===== src/rtl/seg7_mmio_ctrl.sv =====
// ---------------------------------------------------------------------------
// seg7_mmio_ctrl
//
// Memory-mapped slave between the CPU bus decoder and the 8-digit
// seven-segment display driver. The CPU writes a display value (DATA) and a
// mode bit (CTRL). In hex mode the value is forwarded to the display as-is.
// In decimal mode it is converted to 8 packed BCD digits by a sequential
// shift-add-3 engine, one bit per cycle.
//
// Register map (word offsets):
//   0 DATA   rw  last accepted display value
//   1 CTRL   rw  bit0 mode (0 = hex, 1 = decimal), other bits read 0
//   2 STATUS ro  bit0 busy, bit1 drop (sticky, write 1 to clear), bit2 ovf
//   3 reserved, reads 0, writes ignored
//
// Ports:
//   clk, reset       system clock, synchronous active-high reset
//   i_cs, i_we       bus select / write enable
//   i_addr, i_wdata  word offset and write data
//   o_rdata          combinational read data (0 when not selected)
//   o_busy           high whenever the FSM is not IDLE (including DONE)
//   o_seg_cs         one-cycle load strobe to the display driver
//   o_seg_data       display word, digit 0 in bits [3:0]
//   o_dbg_state      current FSM state, for observation only
//
// Handshake: the bus side has no ready. A write is a single-cycle event
// (i_cs && i_we at a clk edge) and is always completed that cycle; a DATA
// write that arrives while busy is discarded and recorded in the drop flag.
// The display side is a push: o_seg_cs high for one cycle qualifies
// o_seg_data, and the driver is assumed to always accept it.
// ---------------------------------------------------------------------------
module seg7_mmio_ctrl #(
  parameter int          CONV_BITS   = 32,
  parameter logic [31:0] DEC_MAX     = 32'd99_999_999,
  parameter logic [31:0] OVF_PATTERN = 32'hEEEE_EEEE
) (
  input  logic        clk,
  input  logic        reset,
  input  logic        i_cs,
  input  logic        i_we,
  input  logic [1:0]  i_addr,
  input  logic [31:0] i_wdata,
  output logic [31:0] o_rdata,
  output logic        o_busy,
  output logic        o_seg_cs,
  output logic [31:0] o_seg_data,
  output logic [1:0]  o_dbg_state
);

  typedef enum logic [1:0] {
    S_IDLE    = 2'd0,
    S_CHECK   = 2'd1,
    S_CONVERT = 2'd2,
    S_DONE    = 2'd3
  } state_t;

  localparam int CW = (CONV_BITS > 1) ? $clog2(CONV_BITS) : 1;
  localparam logic [CW-1:0] CNT_LAST = CW'(CONV_BITS - 1);

  state_t                 state_q;
  logic [31:0]            data_q;
  logic                   mode_q;
  logic                   drop_q;
  logic                   ovf_q;
  logic [CW-1:0]          cnt_q;
  logic [CONV_BITS-1:0]   bin_q;
  logic [31:0]            bcd_q;
  logic                   seg_cs_q;
  logic [31:0]            seg_data_q;

  logic [CONV_BITS-1:0]   bin_d;
  logic [31:0]            bcd_d;
  logic [31:0]            bcd_adj;

  logic wr_data;
  logic wr_ctrl;
  logic wr_status;
  logic busy;

  assign wr_data   = i_cs && i_we && (i_addr == 2'd0);
  assign wr_ctrl   = i_cs && i_we && (i_addr == 2'd1);
  assign wr_status = i_cs && i_we && (i_addr == 2'd2);
  assign busy      = (state_q != S_IDLE);

  // One shift-add-3 step: correct every digit that would reach 10 or more
  // after doubling, then shift the binary MSB into the BCD LSB.
  always_comb begin
    bcd_adj = bcd_q;
    for (int i = 0; i < 8; i++) begin
      if (bcd_q[4*i +: 4] >= 4'd5) begin
        bcd_adj[4*i +: 4] = bcd_q[4*i +: 4] + 4'd3;
      end
    end
    {bcd_d, bin_d} = {bcd_adj[30:0], bin_q, 1'b0};
  end

  always_ff @(posedge clk) begin
    if (reset) begin
      state_q    <= S_IDLE;
      data_q     <= '0;
      mode_q     <= 1'b0;
      drop_q     <= 1'b0;
      ovf_q      <= 1'b0;
      cnt_q      <= '0;
      bin_q      <= '0;
      bcd_q      <= '0;
      seg_cs_q   <= 1'b0;
      seg_data_q <= '0;
    end else begin
      // Mode may change at any time; it is only sampled when a DATA write
      // is accepted, so an in-flight conversion is unaffected.
      if (wr_ctrl) begin
        mode_q <= i_wdata[0];
      end

      // A drop event in the same cycle as a clear wins: the flag stays set.
      if (wr_data && busy) begin
        drop_q <= 1'b1;
      end else if (wr_status && i_wdata[1]) begin
        drop_q <= 1'b0;
      end

      seg_cs_q <= 1'b0;

      case (state_q)
        S_IDLE: begin
          if (wr_data) begin
            data_q <= i_wdata;
            if (mode_q) begin
              state_q <= S_CHECK;
            end else begin
              seg_data_q <= i_wdata;
              seg_cs_q   <= 1'b1;
              state_q    <= S_DONE;
            end
          end
        end

        S_CHECK: begin
          if (data_q > DEC_MAX) begin
            ovf_q      <= 1'b1;
            seg_data_q <= OVF_PATTERN;
            seg_cs_q   <= 1'b1;
            state_q    <= S_DONE;
          end else begin
            ovf_q   <= 1'b0;
            bin_q   <= data_q[CONV_BITS-1:0];
            bcd_q   <= '0;
            cnt_q   <= '0;
            state_q <= S_CONVERT;
          end
        end

        S_CONVERT: begin
          bin_q <= bin_d;
          bcd_q <= bcd_d;
          cnt_q <= cnt_q + 1'b1;
          if (cnt_q == CNT_LAST) begin
            seg_data_q <= bcd_d;
            seg_cs_q   <= 1'b1;
            state_q    <= S_DONE;
          end
        end

        S_DONE: begin
          state_q <= S_IDLE;
        end
      endcase
    end
  end

  always_comb begin
    o_rdata = '0;
    if (i_cs) begin
      case (i_addr)
        2'd0:    o_rdata = data_q;
        2'd1:    o_rdata = {31'b0, mode_q};
        2'd2:    o_rdata = {29'b0, ovf_q, drop_q, busy};
        default: o_rdata = '0;
      endcase
    end
  end

  assign o_busy      = busy;
  assign o_seg_cs    = seg_cs_q;
  assign o_seg_data  = seg_data_q;
  assign o_dbg_state = state_q;

endmodule


===== config.mk =====
export PLATFORM = sky130hd
export DESIGN_NAME = seg7_mmio_ctrl
export DESIGN_NICKNAME = d
export VERILOG_FILES = /design/src/rtl/seg7_mmio_ctrl.sv
export SDC_FILE = /design/constraint.sdc
export NUM_CORES = 1
export LEC_CHECK = 0
export ABC_CLOCK_PERIOD_IN_PS = 2800
export CAP_MARGIN = 30
export CORE_MARGIN = 3
export CORE_UTILIZATION = 27
export CTS_BUF_LIST = sky130_fd_sc_hd__clkbuf_4 sky130_fd_sc_hd__clkbuf_8
export DETAILED_ROUTE_END_ITERATION = 6
export PLACE_DENSITY_LB_ADDON = 0.1
export SYNTH_ARGS = -nofsm -noshare
export SYNTH_HDL_FRONTEND = slang
export SYNTH_SLANG_ARGS = --single-unit

===== constraint.sdc =====
create_clock -name clk -period 2.8 [get_ports clk]
set_input_delay 0.7 -clock clk [delete_from_list [all_inputs] [get_ports clk]]
set_output_delay 0.7 -clock clk [all_outputs]
set_load 0.05 [all_outputs]

==> impl_metrics.csv, run 1 <==
group,metric,value,unit
clocking,htree_levels,4,
detailed_routing,drcViolationCount,0,
floorplan,start_util,27.69,%
place,dp_cells,1359,
synth,yosys_warnings,0,
worst_setup_path,path_buf_inv,5,
worst_setup_path,crit_type,"in -> out",
place,dp_hpwl,19.25,mm
worst_setup_path,reg2reg_depth,8,
timing,period_share,97.21,%
global_routing,grt_pass1_wl,42.60,mm
timing,min_period,2.722,ns
clocking,clkLatencyLatePin,0.45,ns
timing,relSlewSlack,46.56,%
worst_setup_path,arrival,2.02,ns
synth,yosys.area.top_type,"dfxtp_1",
floorplan,dieWidth,172.7,um
worst_setup_path,max_stage_delay,0.26,ns
power_and_ir_drop,power_density,796.8,mW/mm^2
detailed_routing,dr.first_iter.drc_count,421,
synth,synthTopCellsByCount,"dfxtp_1 (139), nand2_1 (98), a21oi_1 (81), mux2i_1 (57), a211oi_1 (50)",
power_and_ir_drop,p_leak,3.515,nW
clocking,numCtsBuffers,17,
run,drv_cap,0,
clocking,cts_num_sinks,139,
detailed_routing,drt_first_pass_iters,5,
status,outcome,"finished clean",
global_routing,grt_max_degree,48,
power_and_ir_drop,peakVddDrop,361.9,uV
worst_setup_path,start_kind,"input port",
synth,synthFlopType,"dfxtp_1",
global_routing,overflow,0,
synth,ys_async_sr_fraction,0,%
timing,final_hold_viol_count,0,
synth,synth.distinct_cells,55,
detailed_routing,routedWlPerCell,19.55,um
floorplan,ios,106,
timing,setup_viol,0,
synth,synth_area_per_cell,8.320,sq um
cells_and_area,fin_cells,1394,
cells_and_area,syn_to_final_growth,35.73,%
synth,synth-seq-cells,139,
timing,max_freq,367.4,MHz
detailed_routing,wirelength,27.26,mm
worst_setup_path,crit_family,"buffers and inverters",
clocking,clockBufferDepth,2,
synth,synthesis.area,0.007505,sq mm
worst_setup_path,cp_num_cells,7,
detailed_routing,ant_nets,0,
worst_setup_path,crit_path_frequent_cell,"buf_12",
synth,syn_inst,902,
clocking,cts-root-buf,"clkbuf_8",
min_path,worst_hold_path.num_cells,2,
cells_and_area,n_fill_cell,2781,
cells_and_area,drive_above_1_share,17.03,%
clocking,cts_tree,"done",
place,place_congestion,0.7936,
synth,synth_most_common_cell,"dfxtp_1",
detailed_routing,via_per_inst,5.019,
floorplan,die-area,0.02983,sq mm
cells_and_area,layout.nets,1069,
floorplan,coreArea,0.02710,sq mm
timing,fin_worst_skew,0.01619,ns
floorplan,rows,60,
detailed_routing,vias,6997,
synth,netlist_top_cells_area,"dfxtp_1 (37%), mux2i_1 (7.6%), a21oi_1 (5.4%), a211oi_1 (5.0%), nand2_1 (4.9%)",
synth,synth_edf_count,0,
cells_and_area,diodes,0,
synth,synth_top_area_share,37.08,%
worst_setup_path,crit_required,2.10,ns
worst_setup_path,cp_max_fo,9,
floorplan,die_h,172.7,um
timing,tightestPinTransition,0.7973,ns
worst_setup_path,crit_path_end_kind,"output port",
synth,yosysSeqAreaShare,37.08,%
cells_and_area,post-route-util,37.59,%
min_path,hold_path.class,"reg -> reg",
synth,syn_nets,962,
global_routing,grt_pass1_vias,6894,
worst_setup_path,slowest_stage,"dlygate4sd2_1",
timing,rsz0062_at_grt,"no",
global_routing,antenna_found_initial,0,
place,numPortBuffers,105,
worst_setup_path,path_cells,"dlygate4sd2_1 -> buf_6 -> nor3b_4 -> buf_12 -> bufbuf_16 -> and2_4 -> buf_12",
clocking,postCtsHoldBufs,0,
global_routing,grt_usage,18.09,%
timing,drv_slew,0,
clocking,clkTransAtPathRegs,0.08,ns
[flip-flops by register name, summed over array words and instances (netlist names)]
name	count
bcd_q	32
bin_q	32
cnt_q	5
data_q	32
drop_q	1
mode_q	1
o_dbg_state	2
o_seg_cs	1
o_seg_data	32
ovf_q	1
[through the flow]
step / hold WS, ns / cell area, sq um / power, W / worst slack [ns] / TNS (ns)
2_1_floorplan: 0.4441 / 7505 / 0.004715 / 0.1614 / 0
3_3_place_gp: 0.4648 / 9528 / 0.006104 / -0.03601 / -0.3681
3_5_place_dp: 0.4693 / 9528 / 0.006076 / -0.05168 / -0.7134
4_1_cts: 0.4859 / 10180 / 0.008161 / 0.07794 / 0
5_1_grt: 0.4957 / 10190 / 0.008564 / 0.02811 / 0
6_report: 0.4854 / 10190 / 0.008116 / 0.07817 / 0
[power breakdown]
part	switching (W)	total, W	internal (W)
logic	0.00235	0.00368	0.00133
clock network	0.000876	0.00204	0.00117
registers	0.000164	0.00239	0.00222
total	0.00339	0.00812	0.00473
[path summary, 6_finish.rpt]
check                           slack (ns)                         from                          end
worst max register to register        0.35  o_dbg_state[1]$_SDFFE_PP0P_   o_seg_data[4]$_SDFFE_PP0P_
worst max-delay path                  0.08                    i_addr[1]                   o_rdata[9]
worst min-delay path                  0.49  o_seg_data[25]$_SDFFE_PP0P_  o_seg_data[25]$_SDFFE_PP0P_
worst min register to register        0.49  o_seg_data[25]$_SDFFE_PP0P_  o_seg_data[25]$_SDFFE_PP0P_
[timing repair]
action / CTS / global route
cloned: 2 / 0
resized for setup: 36 / 3
setup buffers: 1 / 0
pin swaps: 1 / 0
endpoints found under the hold margin: 0 / 0
endpoints found under the setup margin: 29 / 2
[layout make-up]
class	instances	area [sq um]	share of cell area, %
Timing Repair Buffer	158	1921	18.86
Inverter	30	112.6	1.106
Tap cell	372	465.4	4.569
Multi-Input combinational cell	663	4419	43.39
Clock buffer	18	241.5	2.371
Sequential cell	139	2783	27.32
Clock inverter	14	244.0	2.395
[placed cells by master, fill, tap and decap left out, types with 4 or more instances in the layout]
master and instances:
a21o_1 8, o221ai_1 9, clkinv_4 4, buf_12 40, o211ai_1 11, a21oi_1 81, clkdlybuf4s50_1 68, a211oi_1 50
a22o_1 16, ha_1 20, nor3b_1 9, o31ai_1 8, or4_1 6, nor2_1 28, nand2b_1 29, dfxtp_1 139
or3b_2 7, o21bai_1 9, a31oi_1 5, nor2b_1 5, nor3_1 33, bufinv_16 6, xnor2_1 8, and2_1 10
clkbuf_8 17, inv_1 30, nand3_1 35, mux2i_1 57, a311oi_1 9, a21boi_0 7, o21ai_0 40, nand2_1 98
and2_4 29, buf_6 4, buf_4 41
[routing by layer]
layer | wire length, um | GRT usage, % | vias to the layer above | share of wire, %
met3 | 1113 | 3.513 | 16 | 4.1
met2 | 12240 | 28.67 | 161 | 45
met4 | 248 | 3.378 | 0 | 0.91
li1 | - | - | 3470 | -
met5 | 0 | 0 | - | 0
met1 | 13660 | 25.81 | 3350 | 50
[tightest hold or removal path, cell delays in order, from the launching register on]
cell and delay, ns:
dfxtp_1 0.32, nand2b_1 0.06, mux2i_1 0.06
[kinds of logic after synthesis]
family,count (synthesis),share of synthesized area [%]
compound gates,265,23.54
xor+xnor,8,0.9337
fa+ha+maj,22,3.668
buf+inv,100,5.552
flops,139,37.08
mux,58,7.753
simple gates,310,21.47
No activity file was read; power rests on OpenSTA's default activity.
==> run 2: changes to the inputs <==
--- a/config.mk
+++ b/config.mk
@@ -5,10 +5,11 @@
 export SDC_FILE = /design/constraint.sdc
 export NUM_CORES = 1
 export LEC_CHECK = 0
+export ABC_AREA = 1
 export ABC_CLOCK_PERIOD_IN_PS = 2800
 export CAP_MARGIN = 30
 export CORE_MARGIN = 3
-export CORE_UTILIZATION = 27
+export CORE_UTILIZATION = 57
 export CTS_BUF_LIST = sky130_fd_sc_hd__clkbuf_4 sky130_fd_sc_hd__clkbuf_8
 export DETAILED_ROUTE_END_ITERATION = 6
 export PLACE_DENSITY_LB_ADDON = 0.1
==> run 2 against run 1 <==
Sequential power is 31% higher; critical path type unchanged; via count is 6.1% higher; largest power group unchanged; global-route usage is 12 points higher; highest routed layer unchanged; sequential cell count stayed put; clock-buffer cell count is 1 higher; sequential share of layout area is 3.1 points higher; non-clock buffer count is 27 lower.
==> impl_metrics.csv, run 2 <==
group,metric,value,unit
status,outcome,"finished clean",
clocking,cts_num_sinks,139,
global_routing,grt_max_degree,125,
worst_setup_path,crit_required,2.10,ns
timing,min_period,2.734,ns
cells_and_area,layout.nets,1244,
place,dp_cells,1333,
cells_and_area,layout.cells.most_common,"nand2_1",
detailed_routing,ant_nets,0,
cells_and_area,post-route-util,75.20,%
timing,period_share,97.64,%
detailed_routing,drcViolationCount,0,
cells_and_area,syn_to_final_growth,27.25,%
global_routing,grt_usage,29.94,%
timing,drv_slew,0,
timing,fin_worst_skew,0.01134,ns
synth,synthFlopType,"dfxtp_1",
min_path,hold_end,"data_q[1]$_SDFFE_PP0P_",
synth,ys_async_sr_fraction,0,%
clocking,clkTransAtPathRegs,0.07,ns
cells_and_area,n_fill_cell,966,
run,drv_cap,0,
synth,synth-seq-cells,139,
detailed_routing,dr.first_iter.drc_count,751,
floorplan,rows,40,
clocking,htree_levels,4,
timing,rsz0062_at_grt,"yes",
synth,yosysSeqAreaShare,38.72,%
cells_and_area,drive_above_1_share,9.691,%
detailed_routing,via_per_inst,5.440,
clocking,clkLatencyLatePin,0.46,ns
floorplan,dieWidth,118.3,um
power_and_ir_drop,peakVddDrop,919.6,uV
power_and_ir_drop,p_sw,0.005427,W
worst_setup_path,arrival,2.03,ns
place,numPortBuffers,105,
min_path,hold_path.class,"reg -> reg",
timing,relSlewSlack,61.80,%
synth,yosys_warnings,0,
clocking,cts_tree,"done",
worst_setup_path,rr_endpoint,"o_seg_data[3]$_SDFFE_PP0P_",
worst_setup_path,cp_max_fo,29,
timing,setup_viol,0,
floorplan,die-area,0.01399,sq mm
detailed_routing,routedWlPerCell,15.13,um
worst_setup_path,crit_type,"in -> out",
power_and_ir_drop,p_int,0.005548,W
global_routing,antenna_found_initial,0,
clocking,clockBufferDepth,2,
clocking,numCtsBuffers,17,
power_and_ir_drop,power_density,1200,mW/mm^2
min_path,min_from,"data_q[1]$_SDFFE_PP0P_",
power_and_ir_drop,p_sw_share,49.45,%
synth,synth_area_per_cell,6.551,sq um
timing,tns,0,ns
synth,syn_nets,1157,
place,place_congestion,0.8779,
worst_setup_path,crit_path_end_kind,"output port",
synth,yosys.area.top_type,"dfxtp_1",
power_and_ir_drop,p_leak,3.923,nW
synth,synth.distinct_cells,29,
floorplan,die_h,118.3,um
floorplan,ios,106,
timing,final_hold_viol_count,0,
clocking,postCtsHoldBufs,0,
floorplan,coreArea,0.01216,sq mm
synth,netlist_top_cells_area,"dfxtp_1 (39%), nand2_1 (11%), nor2_1 (11%), o21ai_0 (6.8%), inv_1 (5.4%)",
synth,synthTopCellsByCount,"nand2_1 (212), nor2_1 (202), dfxtp_1 (139), inv_1 (104), o21ai_0 (97)",
clocking,cts-root-buf,"clkbuf_8",
synth,synth_top_area_share,38.72,%
timing,max_freq,365.8,MHz
cells_and_area,diodes,0,
synth,syn_inst,1097,
worst_setup_path,start_kind,"input port",
place,dp_hpwl,14.39,mm
cells_and_area,layout_common_cells,"nand2_1 (212), nor2_1 (202), dfxtp_1 (139)",
worst_setup_path,reg2reg_depth,9,
power_and_ir_drop,pwr-share-clk,15.2,%
worst_setup_path,reg2reg_from,"o_dbg_state[0]$_SDFFE_PP0P_",
synth,synth_edf_count,0,
cells_and_area,fin_cells,1365,
min_path,worst_hold_path.num_cells,2,
worst_setup_path,ff2ff_setup_slack,0.61,ns
detailed_routing,drt_first_pass_iters,5,
global_routing,grt_pass1_wl,33.96,mm
synth,synthesis.area,0.007187,sq mm
global_routing,grt_pass1_vias,6927,
synth,synth_most_common_cell,"nand2_1",
detailed_routing,wirelength,20.65,mm
detailed_routing,vias,7425,
floorplan,start_util,59.09,%
timing,tightestPinTransition,0.5730,ns
power_and_ir_drop,pwr-share-comb,56.2,%
power_and_ir_drop,seq_power_share,28.5,%
global_routing,overflow,0,
-- run 2: cell types whose count changed after synthesis, moves of 47 or more --
cell      delta
nand2_1    +114
o21ai_0     +56
o21ai_1     +47
mux2i_1     -57
inv_1       +74
a211oi_1    -49
nor2_1     +173
-- run 2: power groups by stage --
stage                     logic (W)  registers [W]  clock network (W)
after floorplan             0.00361        0.00394                  0
after global placement      0.00596        0.00315                  0
after detailed placement    0.00608        0.00316                  0
after CTS                   0.00613        0.00312            0.00169
after global routing        0.00684        0.00322            0.00176
final                       0.00617        0.00313            0.00167
-- run 2: repair_timing --
action                                  CTS  global route
endpoints found under the setup margin    0            12
buffers inserted                          0             0
resized for setup                         0             5
-- run 2: metal layers --
metal / wire length [um] / vias to the layer above / global-route usage, %
li1: - / 3697 / -
met1: 8899 / 3396 / 39.54
met2: 9484 / 277 / 46.77
met3: 1504 / 55 / 5.407
met4: 757 / 0 / 15.68
met5: 0 / - / 0
-- run 2: through the flow --
stage                     hold WS, ns  area [sq um]  worst slack [ns]  total power [W]
after global placement         0.4552          8716            0.1145         0.009111
after floorplan                0.4389          7187          -0.05413         0.007551
after CTS                      0.4752          9120           0.05365          0.01095
final                          0.4729          9145           0.06608          0.01098
after detailed placement       0.4579          8716           0.06461         0.009241
after global routing           0.4927          9145          -0.01678          0.01182
-- run 2: worst max-delay path by stage --
stage               from          end  slack, ns  cells past startpoint
4_1_cts        i_addr[1]  o_rdata[10]       0.05                      6
5_1_grt        i_addr[1]  o_rdata[11]      -0.02                      6
2_1_floorplan  i_addr[1]  o_rdata[11]      -0.05                      4
3_5_place_dp   i_addr[1]  o_rdata[10]       0.06                      6
3_3_place_gp   i_addr[1]  o_rdata[24]       0.11                      6
6_report       i_addr[1]   o_rdata[3]       0.07                      6
-- run 2: final cells by class --
cell class / instances / area (sq um) / area share (%)
Multi-Input combinational cell: 782 / 3685 / 40.29
Sequential cell: 139 / 2783 / 30.43
Timing Repair Buffer: 131 / 1639 / 17.92
Inverter: 113 / 424.2 / 4.638
Clock buffer: 19 / 261.5 / 2.859
Tap cell: 168 / 210.2 / 2.299
Clock inverter: 13 / 142.6 / 1.560
-- run 2: logic make-up after synthesis --
group                    after synthesis  share of synthesized area [%]
AO/OA/AOI/OAI                        220                          15.65
XOR/XNOR                               7                         0.8531
adder cells (fa/ha/maj)               22                          3.830
buffers and inverters                176                          10.39
flip-flops                           139                          38.72
AND/OR/NAND/NOR                      533                          30.55
-- run 2: worst max-delay path, stage by stage --
cell	delay (ns)
clkdlybuf4s50_1	0.45
nor2_2	0.14
inv_1	0.09
buf_12	0.17
nor3_1	0.30
buf_12	0.19
